### config.mk
export PLATFORM = sky130hd
export DESIGN_NAME = dlx_program_loader
export DESIGN_NICKNAME = d
export VERILOG_FILES = /design/src/rtl/dlx_program_loader_pkg.sv /design/src/rtl/loader_timeout.sv /design/src/rtl/dlx_program_loader.sv
export SDC_FILE = /design/constraint.sdc
export NUM_CORES = 1
export LEC_CHECK = 0
export CAP_MARGIN = 5
export CORE_MARGIN = 2
export CORE_UTILIZATION = 51
export DETAILED_ROUTE_END_ITERATION = 6
export PLACE_DENSITY = 0.76
export SYNTH_ARGS = -nofsm -noshare
export SYNTH_HDL_FRONTEND = slang
export SYNTH_SLANG_ARGS = --single-unit
### constraint.sdc
create_clock -name clk -period 2.4 [get_ports clk]
set_input_delay 0.48 -clock clk [delete_from_list [all_inputs] [get_ports clk]]
set_output_delay 0.48 -clock clk [all_outputs]
set_load 0.02 [all_outputs]
### src/rtl/dlx_program_loader_pkg.sv
// rtl/dlx_program_loader_pkg.sv - shared constants, state encoding and count check for the program loader
package dlx_program_loader_pkg;

   localparam logic [7:0] HDR_LOAD = 8'hA5;
   localparam logic [7:0] CMD_RUN  = 8'h5A;
   localparam logic [7:0] CMD_STOP = 8'h3C;
   localparam logic [7:0] ACK      = 8'h06;
   localparam logic [7:0] NAK      = 8'h15;

   typedef enum logic [1:0] {
      IDLE  = 2'd0,
      COUNT = 2'd1,
      DATA  = 2'd2,
      CHECK = 2'd3
   } state_t;

   // A frame must carry at least one word and no more than the memory holds.
   function automatic logic count_ok(input logic [7:0] n, input int unsigned depth);
      return (n != 8'd0) && (32'(n) <= depth);
   endfunction

endpackage

### src/rtl/loader_timeout.sv
// rtl/loader_timeout.sv - inter-byte gap watchdog: loadable down-counter with clear and expiry flag
module loader_timeout #(
   parameter int unsigned TIMEOUT_CYCLES = 1000000
) (
   input  logic clk,
   input  logic reset,
   input  logic clear,
   input  logic run,
   output logic expire
);

   localparam int unsigned CW = (TIMEOUT_CYCLES > 2) ? $clog2(TIMEOUT_CYCLES) : 1;
   localparam logic [CW-1:0] LIMIT = CW'(TIMEOUT_CYCLES - 1);

   logic [CW-1:0] cnt_q;

   // Reloaded whenever a byte arrives or the loader is idle, so the count measures one gap.
   always_ff @(posedge clk or negedge reset) begin
      if (!reset) begin
         cnt_q <= '0;
      end else if (clear || !run) begin
         cnt_q <= LIMIT;
      end else if (cnt_q != '0) begin
         cnt_q <= cnt_q - CW'(1);
      end
   end

   assign expire = run && !clear && (cnt_q == '0);

endmodule

### src/rtl/dlx_program_loader.sv
// rtl/dlx_program_loader.sv - parses host load/run/stop frames from the UART and writes DLX instruction memory
module dlx_program_loader
   import dlx_program_loader_pkg::*;
#(
   parameter int unsigned ADDR_W         = 6,
   parameter int unsigned TIMEOUT_CYCLES = 1000000
) (
   input  logic              clk,
   input  logic              reset,
   input  logic [7:0]        rx_data,
   input  logic              rx_valid,
   output logic              imem_we,
   output logic [ADDR_W-1:0] imem_addr,
   output logic [31:0]       imem_wdata,
   output logic              enable,
   output logic              ack_valid,
   output logic [7:0]        ack_data,
   output logic              load_err
);

   localparam int unsigned DEPTH = 2**ADDR_W;

   state_t            state_q, state_d;
   logic              enable_q, enable_d;
   logic              load_err_q, load_err_d;
   logic              ack_valid_q, ack_valid_d;
   logic [7:0]        ack_data_q, ack_data_d;
   logic              imem_we_q, imem_we_d;
   logic [ADDR_W-1:0] imem_addr_q, imem_addr_d;
   logic [31:0]       imem_wdata_q, imem_wdata_d;
   logic [7:0]        n_q, n_d;
   logic [7:0]        word_cnt_q, word_cnt_d;
   logic [1:0]        byte_idx_q, byte_idx_d;
   logic [7:0]        chk_q, chk_d;
   logic [23:0]       asm_q, asm_d;
   logic              expire;
   logic              give_ack;
   logic              give_nak;

   loader_timeout #(
      .TIMEOUT_CYCLES(TIMEOUT_CYCLES)
   ) u_timeout (
      .clk   (clk),
      .reset (reset),
      .clear (rx_valid),
      .run   (state_q != IDLE),
      .expire(expire)
   );

   always_ff @(posedge clk or negedge reset) begin
      if (!reset) begin
         state_q      <= IDLE;
         enable_q     <= 1'b0;
         load_err_q   <= 1'b0;
         ack_valid_q  <= 1'b0;
         ack_data_q   <= 8'h00;
         imem_we_q    <= 1'b0;
         imem_addr_q  <= '0;
         imem_wdata_q <= 32'h0;
         n_q          <= 8'h00;
         word_cnt_q   <= 8'h00;
         byte_idx_q   <= 2'd0;
         chk_q        <= 8'h00;
         asm_q        <= 24'h0;
      end else begin
         state_q      <= state_d;
         enable_q     <= enable_d;
         load_err_q   <= load_err_d;
         ack_valid_q  <= ack_valid_d;
         ack_data_q   <= ack_data_d;
         imem_we_q    <= imem_we_d;
         imem_addr_q  <= imem_addr_d;
         imem_wdata_q <= imem_wdata_d;
         n_q          <= n_d;
         word_cnt_q   <= word_cnt_d;
         byte_idx_q   <= byte_idx_d;
         chk_q        <= chk_d;
         asm_q        <= asm_d;
      end
   end

   always_comb begin
      state_d      = state_q;
      enable_d     = enable_q;
      load_err_d   = load_err_q;
      ack_valid_d  = 1'b0;
      ack_data_d   = ack_data_q;
      imem_we_d    = 1'b0;
      imem_addr_d  = imem_addr_q;
      imem_wdata_d = imem_wdata_q;
      n_d          = n_q;
      word_cnt_d   = word_cnt_q;
      byte_idx_d   = byte_idx_q;
      chk_d        = chk_q;
      asm_d        = asm_q;
      give_ack     = 1'b0;
      give_nak     = 1'b0;

      case (state_q)
         IDLE: begin
            if (rx_valid) begin
               case (rx_data)
                  HDR_LOAD: begin
                     enable_d   = 1'b0;
                     load_err_d = 1'b0;
                     state_d    = COUNT;
                  end
                  CMD_RUN:  enable_d = 1'b1;
                  CMD_STOP: enable_d = 1'b0;
                  default: ;
               endcase
            end
         end
         COUNT: begin
            if (rx_valid) begin
               if (count_ok(rx_data, DEPTH)) begin
                  n_d        = rx_data;
                  word_cnt_d = 8'h00;
                  byte_idx_d = 2'd0;
                  chk_d      = 8'h00;
                  asm_d      = 24'h0;
                  state_d    = DATA;
               end else begin
                  give_nak = 1'b1;
               end
            end else if (expire) begin
               give_nak = 1'b1;
            end
         end
         DATA: begin
            // Run/stop codes are plain payload here; only position in the frame matters.
            if (rx_valid) begin
               chk_d      = chk_q ^ rx_data;
               asm_d      = {asm_q[15:0], rx_data};
               byte_idx_d = byte_idx_q + 2'd1;
               if (byte_idx_q == 2'd3) begin
                  imem_we_d    = 1'b1;
                  imem_wdata_d = {asm_q, rx_data};
                  imem_addr_d  = ADDR_W'(word_cnt_q);
                  word_cnt_d   = word_cnt_q + 8'd1;
                  if (word_cnt_q + 8'd1 == n_q) begin
                     state_d = CHECK;
                  end
               end
            end else if (expire) begin
               give_nak = 1'b1;
            end
         end
         CHECK: begin
            if (rx_valid) begin
               if (rx_data == chk_q) begin
                  give_ack = 1'b1;
               end else begin
                  give_nak = 1'b1;
               end
            end else if (expire) begin
               give_nak = 1'b1;
            end
         end
         default: state_d = IDLE;
      endcase

      if (give_ack) begin
         ack_valid_d = 1'b1;
         ack_data_d  = ACK;
         enable_d    = 1'b1;
         state_d     = IDLE;
      end
      // Already-written words stay in memory; the host is expected to reload after a NAK.
      if (give_nak) begin
         ack_valid_d = 1'b1;
         ack_data_d  = NAK;
         load_err_d  = 1'b1;
         state_d     = IDLE;
      end
   end

   assign imem_we    = imem_we_q;
   assign imem_addr  = imem_addr_q;
   assign imem_wdata = imem_wdata_q;
   assign enable     = enable_q;
   assign ack_valid  = ack_valid_q;
   assign ack_data   = ack_data_q;
   assign load_err   = load_err_q;

endmodule

### Word level (Yosys, flattened, before mapping)

Index checks and enable logic that the tools add are counted.
Widths: inputs -> output; s select.

| storage, ports and cells | value |
|---|---|
| flip-flop bits (word level) | 122 |
| output and inout port bits | 50 |
| word-level logic and storage cells | 120 |

| operators by class | value |
|---|---|
| add/subtract/negate cells | 3 |
| magnitude comparators | 1 |
| equality and inequality tests | 20 |
| muxes and demuxes | 52 |
| bitwise operators | 1 |
| reductions and logical operators | 29 |

Operator list:

| cell | count |
|---|---|
| $mux 24 | 3 |
| $mux 8 | 7 |
| $pmux 24 s2 | 1 |
| $mux 20 | 2 |
| $pmux 8 s2 | 2 |
| $ne 4x4->1 const B | 7 |
| $mux 2 | 12 |
| $mux 1 | 21 |
| $logic_not 20->1 | 1 |
| $reduce_bool 20->1 | 1 |
| $sub 20x1->20 const B | 1 |
| $reduce_bool 2->1 | 9 |
| $eq 8x8->1 | 2 |
| $reduce_and 3->1 | 4 |
| $add 8x1->8 const B | 1 |
| $eq 8x6->1 const B | 1 |
| $eq 8x7->1 const B | 1 |
| $eq 8x8->1 const B | 1 |
| $le 8x7->1 const B | 1 |
| $ne 2x2->1 const B | 4 |
| $reduce_and 8->1 | 1 |
| $reduce_bool 8->1 | 1 |
| $xor 8x8->8 | 1 |
| $eq 2x2->1 const B | 3 |
| 15 further kinds | 18 |

### Depth between registers and ports, before layout

Gate-level depths: netlist of the first run.

| depth | value |
|---|---|
| depth after elaboration | 8 |
| gate-level depth with buffers | 10 |
| mapped depth without buffers | 9 |

### By module

From an unflattened synthesis of the first run, not the netlist that was laid out.

| unflattened totals | value |
|---|---|
| cells, all modules | 511 |
| area total of the unflattened synthesis | 5,587.9 µm² |

Modules (own cells, without submodules):

| module | instances | cells each | area each (µm²) | sequential area each (µm²) |
|---|---|---|---|---|
| dlx_program_loader | 1 | 383 | 4,403.0 | 2,427.3 |
| loader_timeout | 1 | 128 | 1,184.9 | 500.5 |

### Worst setup path before layout of the first run

No wires, ideal clock.

| timing | value |
|---|---|
| path kind | input port to flip-flop |
| start | input port rx_data[3] |
| end | register word_cnt_q[3] |
| setup time | 0.133 ns |
| data arrival time | 2.323 ns |
| data required time | 2.267 ns |
| slack | -0.056 ns |
| stages | 8 |
| cell sequence | buf_2 or4_4 o31a_4 nor4b_2 o21ai_2 a21o_1 o21ai_0 o31ai_1 |

| between the ends | value |
|---|---|
| cells in the longest elaborated chain, start to end | 4 |
| elaborated cells between the ends (all ways) | 5 |
| classes of those cells | 1 x order compare; 1 x eq/ne; 3 x reduce/logical |

Ends and longest elaborated chain:

| what | line | RTL |
|---|---|---|
| start, declared | dlx_program_loader.sv:10 | `input logic [7:0] rx_data,` |
| $le 8x7->1 / $reduce_bool 8->1 (equally long branches) | dlx_program_loader_pkg.sv:19 | `return (n != 8'd0) && (32'(n) <= depth);` |
| $logic_and 1x1->1 (*) | dlx_program_loader_pkg.sv:19 |  |
| $ne 2x2->1 (no line) (*) | - |  |
| $reduce_and 5->1 (no line) (*) | - |  |
| end signal, assigned | dlx_program_loader.sv:75 | `word_cnt_q <= word_cnt_d;` |
| end, declared | dlx_program_loader.sv:32 | `logic [7:0] word_cnt_q, word_cnt_d;` |

Every way passes the cells marked *; elsewhere a longest branch is shown, timed or not.
A chain may end at the register's enable or synchronous reset.

### Final worst setup path of the first run

| timing | value |
|---|---|
| start | register u_timeout.cnt_q[4] |
| end | register state_q[0] |

| between the ends | value |
|---|---|
| cells in the longest elaborated chain, start to end | 7 |
| elaborated cells between the ends (all ways) | 17 |
| classes of those cells | 7 x eq/ne; 6 x mux; 4 x reduce/logical |

Ends and longest elaborated chain:

| what | line | RTL |
|---|---|---|
| start, declared | loader_timeout.sv:15 | `logic [CW-1:0] cnt_q;` |
| start signal, assigned | loader_timeout.sv:24 | `cnt_q <= cnt_q - CW'(1);` |
| $logic_not 20->1 (*) | loader_timeout.sv:28 | `assign expire = run && !clear && (cnt_q == '0);` |
| $logic_and 1x1->1 (*) | loader_timeout.sv:28 |  |
| $mux 1 (*) | dlx_program_loader.sv:126, dlx_program_loader.sv:145, dlx_program_loader.sv:156 |  |
| $mux 1 (on tied branches) | dlx_program_loader.sv:150, dlx_program_loader.sv:115, dlx_program_loader.sv:132 |  |
| $pmux 1 s3 (*) | dlx_program_loader.sv:99 | `case (state_q)` |
| $ne 4x4->1 (no line) / $reduce_bool 5->1 (equally long branches) | - |  |
| $reduce_and 8->1 (no line) | - |  |
| end signal, assigned | dlx_program_loader.sv:66 | `state_q <= state_d;` |
| end, declared | dlx_program_loader.sv:23 | `state_t state_q, state_d;` |

Marked as above.

==> results of run 1 <==
## layout make-up
class / count / area share [%]
Tap cell: 136 / 2.38
Sequential cell: 117 / 40.9
Inverter: 11 / 0.577
Timing Repair Buffer: 115 / 15.0
Clock buffer: 18 / 5.98
Multi-Input combinational cell: 317 / 32.4
Clock inverter: 13 / 2.74
## synthesized netlist by cell type (2+ instances only)
library cell  number  area, um^2
a21o_1             4        30.0
buf_6              2        22.5
a21oi_1            9        45.0
buf_2              2        10.0
nand4_1            3        18.8
mux2_2            45         507
or4_1              3        22.5
nor4bb_1           2        20.0
dfrtp_1          117        2930
and3_1             6        37.5
a31oi_1            3        18.8
o31ai_1            5        37.5
nor3_1            10        50.1
ha_1               9         113
nor2b_1            6        37.5
o21a_1             2        15.0
clkbuf_1          17        63.8
or2_2              2        12.5
nand2b_1           5        31.3
o21ba_2            2        20.0
or3_1              5        31.3
nand2_1           43         161
xor2_1            12         105
a22o_1            18         158
buf_4              7        52.6
inv_1             11        41.3
o21ai_0           31         155
nand3_1            9        45.0
nor4_1             5        31.3
nor2_1            28         105
o21ai_1            3        15.0
o41ai_1            2        17.5
nor4_4             2        42.5
xnor2_1           15         131
buf_1              4        15.0
nand4b_1           2        17.5
## worst max-delay path, delay by kind of cell, from the launching register on
kind / cells / cell delay [ns]
AO/OA/AOI/OAI: 5 / 0.98
flip-flops: 1 / 0.40
AND/OR/NAND/NOR: 2 / 0.89
## registers in the layout, indices dropped and copies added (netlist names), 2 cells and up
register	count
state_q	2
ack_data	3
u_timeout.cnt_q	20
imem_addr	6
n_q	8
word_cnt_q	8
asm_q	24
byte_idx_q	2
chk_q	8
imem_wdata	32
## kinds of logic (layout without fill, tap and decap cells)
family | Yosys count | in the layout | synth area share, %
other | 1 | 4 | 0.0695
xor gates and xnor gates | 27 | 27 | 4.38
buffers and inverters | 43 | 157 | 3.80
AOI/OAI and AO/OA | 94 | 94 | 12.4
and+or+nand+nor | 137 | 137 | 13.4
DFF | 117 | 117 | 54.3
muxes | 46 | 46 | 9.58
adders and majority gates | 9 | 9 | 2.09
## power by group through the flow
stage | sequential, W | combinational (W) | clock [W]
4_1_cts | 0.00307 | 0.00272 | 0.00269
5_1_grt | 0.00314 | 0.00296 | 0.00280
3_3_place_gp | 0.00304 | 0.00255 | 0
2_1_floorplan | 0.00328 | 0.00130 | 0
3_5_place_dp | 0.00308 | 0.00266 | 0
6_report | 0.00307 | 0.00274 | 0.00267
## what timing repair did
action,in CTS,in global routing
buffers inserted,0,5
setup endpoints to repair,1,17
hold buffers,1,0
pin swaps,0,7
endpoints found under the hold margin,39,0
resized for setup,1,11
## path summary, 6_finish.rpt
| check | startpoint | endpoint | slack, ns |
|---|---|---|---|
| min | rx_data[3] | asm_q[3] | 0.45 |
| min reg2reg | load_err | load_err | 0.48 |
| max | u_timeout.cnt_q[4] | state_q[0] | 0.02 |
| max reg2reg | u_timeout.cnt_q[4] | state_q[0] | 0.02 |
| min in group asynchronous | reset | imem_wdata[27] | 0.49 |
| max in group asynchronous | reset | state_q[1] | 1.28 |
## routing by layer
metal	routed length [um]	GRT usage [%]	vias to the layer above
met5	0	0	-
met4	339	10.9	0
met3	589	6.99	30
met2	6530	39.6	139
met1	5300	28.9	2070
li1	-	-	1892
## metrics by stage
stage	setup TNS [ns]	instances	hold slack, ns
after global routing	-0.143	727	0.435
after detailed placement	-22.56	690	0.471
final	0	727	0.449
after floorplan	-0.129	477	0.184
after CTS	0	722	0.481
after global placement	-20.19	690	0.472
==> metrics, run 1 <==
Yosys warning count 0; number of remaining DRC errors 0; ys async rst share 100%; Pwr Total between 0.008 and 0.009 W; number of register bits inferred by synthesis between 100 and 150; TritonRoute pass-1 iters 4; Clock power frac about a third; Clock Skews around 0.0083 ns; FF+latch area between 2000 and 3000 um^2; IO Pins 61; Congestion Overflow GR 0; # port buffers 56; n_diodes 0; initial antenna violation count 0; share of cells above drive strength 1 between 20% and 30%; Core Util, Final a little over two thirds; placed cell area about 6400 um^2; CP cell instances or4_4, or3_4, o31a_1, a21oi_2, a2bb2oi_2, o21bai_2, a21o_1; Worst EP required about 2.8 ns; Worst IR Drop VDD 0.000592 V; switching portion of total power 32.5%; antenna-violating nets left 0; worst skew pair latency between 0.5 and 0.6 ns; Cell variety after synth 59; Int Pwr ~0.0057 W; max capacitance violation total 0; Largest stage delay, worst path around 0.55 ns; Rel. slew slack 63.5%; sequential fraction of design power 36.2%; Post-Synthesis Cell Area approximately 5400 um^2; drt wl/cell between 15 and 20 um; status complete, no violations; clock-pin slew on the worst setup and hold paths 0.06 ns; largest net degree at the start of global routing 45; Sw Pwr 0.00275 W; Final HPWL DP between 8 and 9 mm; Num CTS Buffers 17; Filler cells approximately 720; area grow syn2layout 32.6%; Syn Inst Count approximately 470; vias in the first global route roughly 4,400; Post-synth EDFFs 0; multi-input logic area 2320 um^2; Crit Path Max Fanout 3; slowest stage cell, crit path or4_4; Avg Inst Size Synth about 11 um^2; register area share after synthesis 54.3%; Tmin final between 2 and 2.5 ns; combinational power share 32.3%; chip height approximately 110 um; pre-CTS WS -0.540 ns; Hold Crit Class in -> reg; hold depth 4; post-route cell area between 7000 and 8000 um^2; first-pass GRT wire length between 20 and 25 mm; Final Hold Viols 0; Final Setup Violations 0; most common cell after layout, fill and taps aside dfrtp_1; Placement Rows 37; Critical Path AT 2.80 ns; RSZ-0062 raised after global routing yes; Die Area between 10,000 and 15,000 um^2; Crit Path Category reg -> reg; all-layer global routing usage a little under a quarter; commonest non-fill, non-tap cells in the layout 117 x dfrtp_1, 54 x buf_4, 51 x clkdlybuf4s50_1; Least-Margin Pin Slew 0.547 ns; Root Buffer clkbuf_8; Max Buffers Root-to-Sink 2; area of the core a little over 10,000 um^2; CTS tree done; First DRT Iteration DRCs between 200 and 300; setup ws final roughly 0.018 ns; Max Clk Rate around 420 MHz; Starting Density between 50% and 60%; top_reg_cell synth dfrtp_1; Power Density 1180 nW/um^2; Leak around 3.2 nW; Slew Viols, Final 0; global placer's final weighted congestion approximately 0.87; # H-tree levels 4; CP Capture Type register; Tcrit/Tclk final 99.2%; reg2reg path depth 7; Die Wd roughly 110 um; TritonCTS Sinks around 120; Worst Setup Start Kind register; final wirelength 12.8 mm; Nets approximately 600; Vias 4,131; vias per cell ~5.7
(Power assumes the default switching activity.)
==> run 2, diff against run 1 <==
- CORE_ASPECT_RATIO: unset -> 0.6
==> run 2 against run 1 <==
Against the previous run:
- the flow now finishes with violations (negative setup slack)
- first-iteration DRC count grew 40%
- sequential share of layout area shrank 0.49 points
- clock-buffer cell count grew 2
- largest cell class unchanged
- largest power group unchanged
- highest routed layer unchanged
==> metrics, run 2 (same netlist as run 1, synthesis figures left out) <==
drt wl/cell 18.2 um (+3.8%); Vias 4,146 (+0.36%); Leak 3.24 nW (+0.31%); global placer's final weighted congestion 0.834 (-3.6%); max capacitance violation total 0 (unchanged); failing checks negative setup slack; Num CTS Buffers 17 (unchanged); multi-input logic area 2400 um^2 (+3.7%); n_diodes 0 (unchanged); RSZ-0062 raised after global routing yes; Final Hold Viols 0 (unchanged); Die Wd 137 um (+28%); initial antenna violation count 0 (unchanged); Critical Path AT 2.72 ns (-0.08 ns); Final HPWL DP 8.58 mm (+3.0%); Tmin final 2.42 ns (+0.0422 ns); CP Capture Type register; chip height 83.7 um (-22%); slowest stage cell, crit path or4_4; Root Buffer clkbuf_16; Worst EP required 2.70 ns (-0.11 ns); IO Pins 61 (unchanged); max reg flops 32 (unchanged); Rel. slew slack 66.2% (+2.7 points); Least-Margin Pin Slew 0.502 ns (-0.0455 ns); number of remaining DRC errors 0 (unchanged); most common cell after layout, fill and taps aside dfrtp_1; vias per cell 5.68 (about the same); Core Util, Final 69.3% (-0.32 points); Congestion Overflow GR 0 (unchanged); Die Area 11,400 um^2 (+0.24%); Crit Path Category reg -> reg; final wirelength 13.3 mm (+4.2%); first-pass GRT wire length 22.0 mm (+4.1%); # H-tree levels 4 (unchanged); area of the core 10,500 um^2 (+1.7%); Placement Rows 29 (-22%); Filler cells 728 (+0.83%); Largest stage delay, worst path 0.54 ns (about the same); status complete, but fails checks; FF+latch area 2930 um^2 (unchanged); Tcrit/Tclk final 101% (+1.8 points); Slew Viols, Final 0 (unchanged); commonest non-fill, non-tap cells in the layout 117 x dfrtp_1, 51 x clkdlybuf4s50_1, 50 x buf_4; share of cells above drive strength 1 27.9% (+1.0 points); all-layer global routing usage 25.0% (+1.1 points); CP cell instances or4_4, or3_4, o31a_1, a21oi_2, a2bb2oi_4, o21bai_4, a21o_1; Power Density 1180 nW/um^2 (about the same); clock-pin slew on the worst setup and hold paths 0.06 ns (about the same); Hold Crit Class in -> async; Worst IR Drop VDD 0.000735 V (+24%); Nets 598 (-0.17%); antenna-violating nets left 0 (unchanged); Final Setup Violations 1 (+1); Max Clk Rate 413 MHz (-1.7%); Max Buffers Root-to-Sink 2 (unchanged); post-route cell area 7240 um^2 (+1.2%); Clock Skews 0.00670 ns (-0.00163 ns); placed cell area 6430 um^2 (about the same); Starting Density 51.6% (-0.87 points); setup ws final -0.0239 ns (-0.0422 ns); First DRT Iteration DRCs 366 (+40%); vias in the first global route 4,234 (-3.1%); CTS tree done; TritonRoute pass-1 iters 5 (+1); worst skew pair latency 0.41 ns (-0.11 ns); TritonCTS Sinks 117 (unchanged); Worst Setup Start Kind register; # port buffers 56 (unchanged); largest net degree at the start of global routing 51 (+13%); area grow syn2layout 34.2%; Crit Path Max Fanout 3 (unchanged)
## run 2: cell types whose count changed in the layout (fill, tap and decap cells not counted), sizes merged
cell / delta
bufbuf: +1
bufinv: -1
buf: -2
dlymetal6s2s: -4
clkbuf: +2
inv: -3
dlygate4sd2: +4
clkinv: -1
clkinvlp: +4
## run 2: layer usage
layer | vias to the layer above | share of wire (%) | GRT usage, %
met5 | - | 0 | 0
met4 | 0 | 1.8 | 8.72
met3 | 30 | 6.2 | 6.44
met2 | 161 | 45 | 37.3
met1 | 2073 | 47 | 35.6
li1 | 1882 | - | -
## run 2: through the flow
| stage | power, W | instances | setup slack, ns | setup TNS [ns] | hold WS, ns |
|---|---|---|---|---|---|
| 2_1_floorplan | 0.00458 | 477 | -0.0190 | -0.129 | 0.184 |
| 3_3_place_gp | 0.00561 | 692 | -0.398 | -18.18 | 0.374 |
| 3_5_place_dp | 0.00575 | 692 | -0.536 | -21.63 | 0.378 |
| 4_1_cts | 0.00848 | 727 | 0.0112 | 0 | 0.484 |
| 5_1_grt | 0.00899 | 730 | -0.105 | -0.216 | 0.491 |
| 6_report | 0.00858 | 730 | -0.0239 | -0.0239 | 0.494 |
## run 2: power by group
group,internal [W],switching [W]
Combinational,0.00149,0.00141
Sequential,0.00260,0.000484
Clock,0.00168,0.000911
## run 2: layout make-up
cell class,instances,share of cell area [%]
clock buffer,20,6.30
inverter,11,0.570
tap,139,2.40
timing repair buffer,114,15.0
sequential,117,40.4
multi-input combinational,317,33.2
clock inverter,12,2.12
## run 2: final timing paths
kind / startpoint / to / slack, ns / depth (start not counted)
worst min-delay path: reset / imem_wdata[17] / 0.49 / 2
worst max register to register: u_timeout.cnt_q[4] / state_q[0] / -0.02 / 7
max in group asynchronous: reset / u_timeout.cnt_q[2] / 1.30 / 3
worst max-delay path: u_timeout.cnt_q[4] / state_q[0] / -0.02 / 7
min in group clk: ack_data[2] / ack_data[2] / 0.49 / 1
worst min register to register: ack_data[2] / ack_data[2] / 0.49 / 1
## run 2: what timing repair did
action,in CTS,in global routing
hold endpoints to repair,17,0
cloned,1,0
pin swaps,5,8
setup endpoints to repair,33,19
gates resized for setup,18,15
hold buffers,1,0
buffers inserted,1,3
## run 2: critical path, delay by kind of cell, from the launching register on
kind | cells | cell delay [ns]
AO/OA/AOI/OAI | 5 | 1.05
flip-flops | 1 | 0.38
AND/OR/NAND/NOR | 2 | 0.88
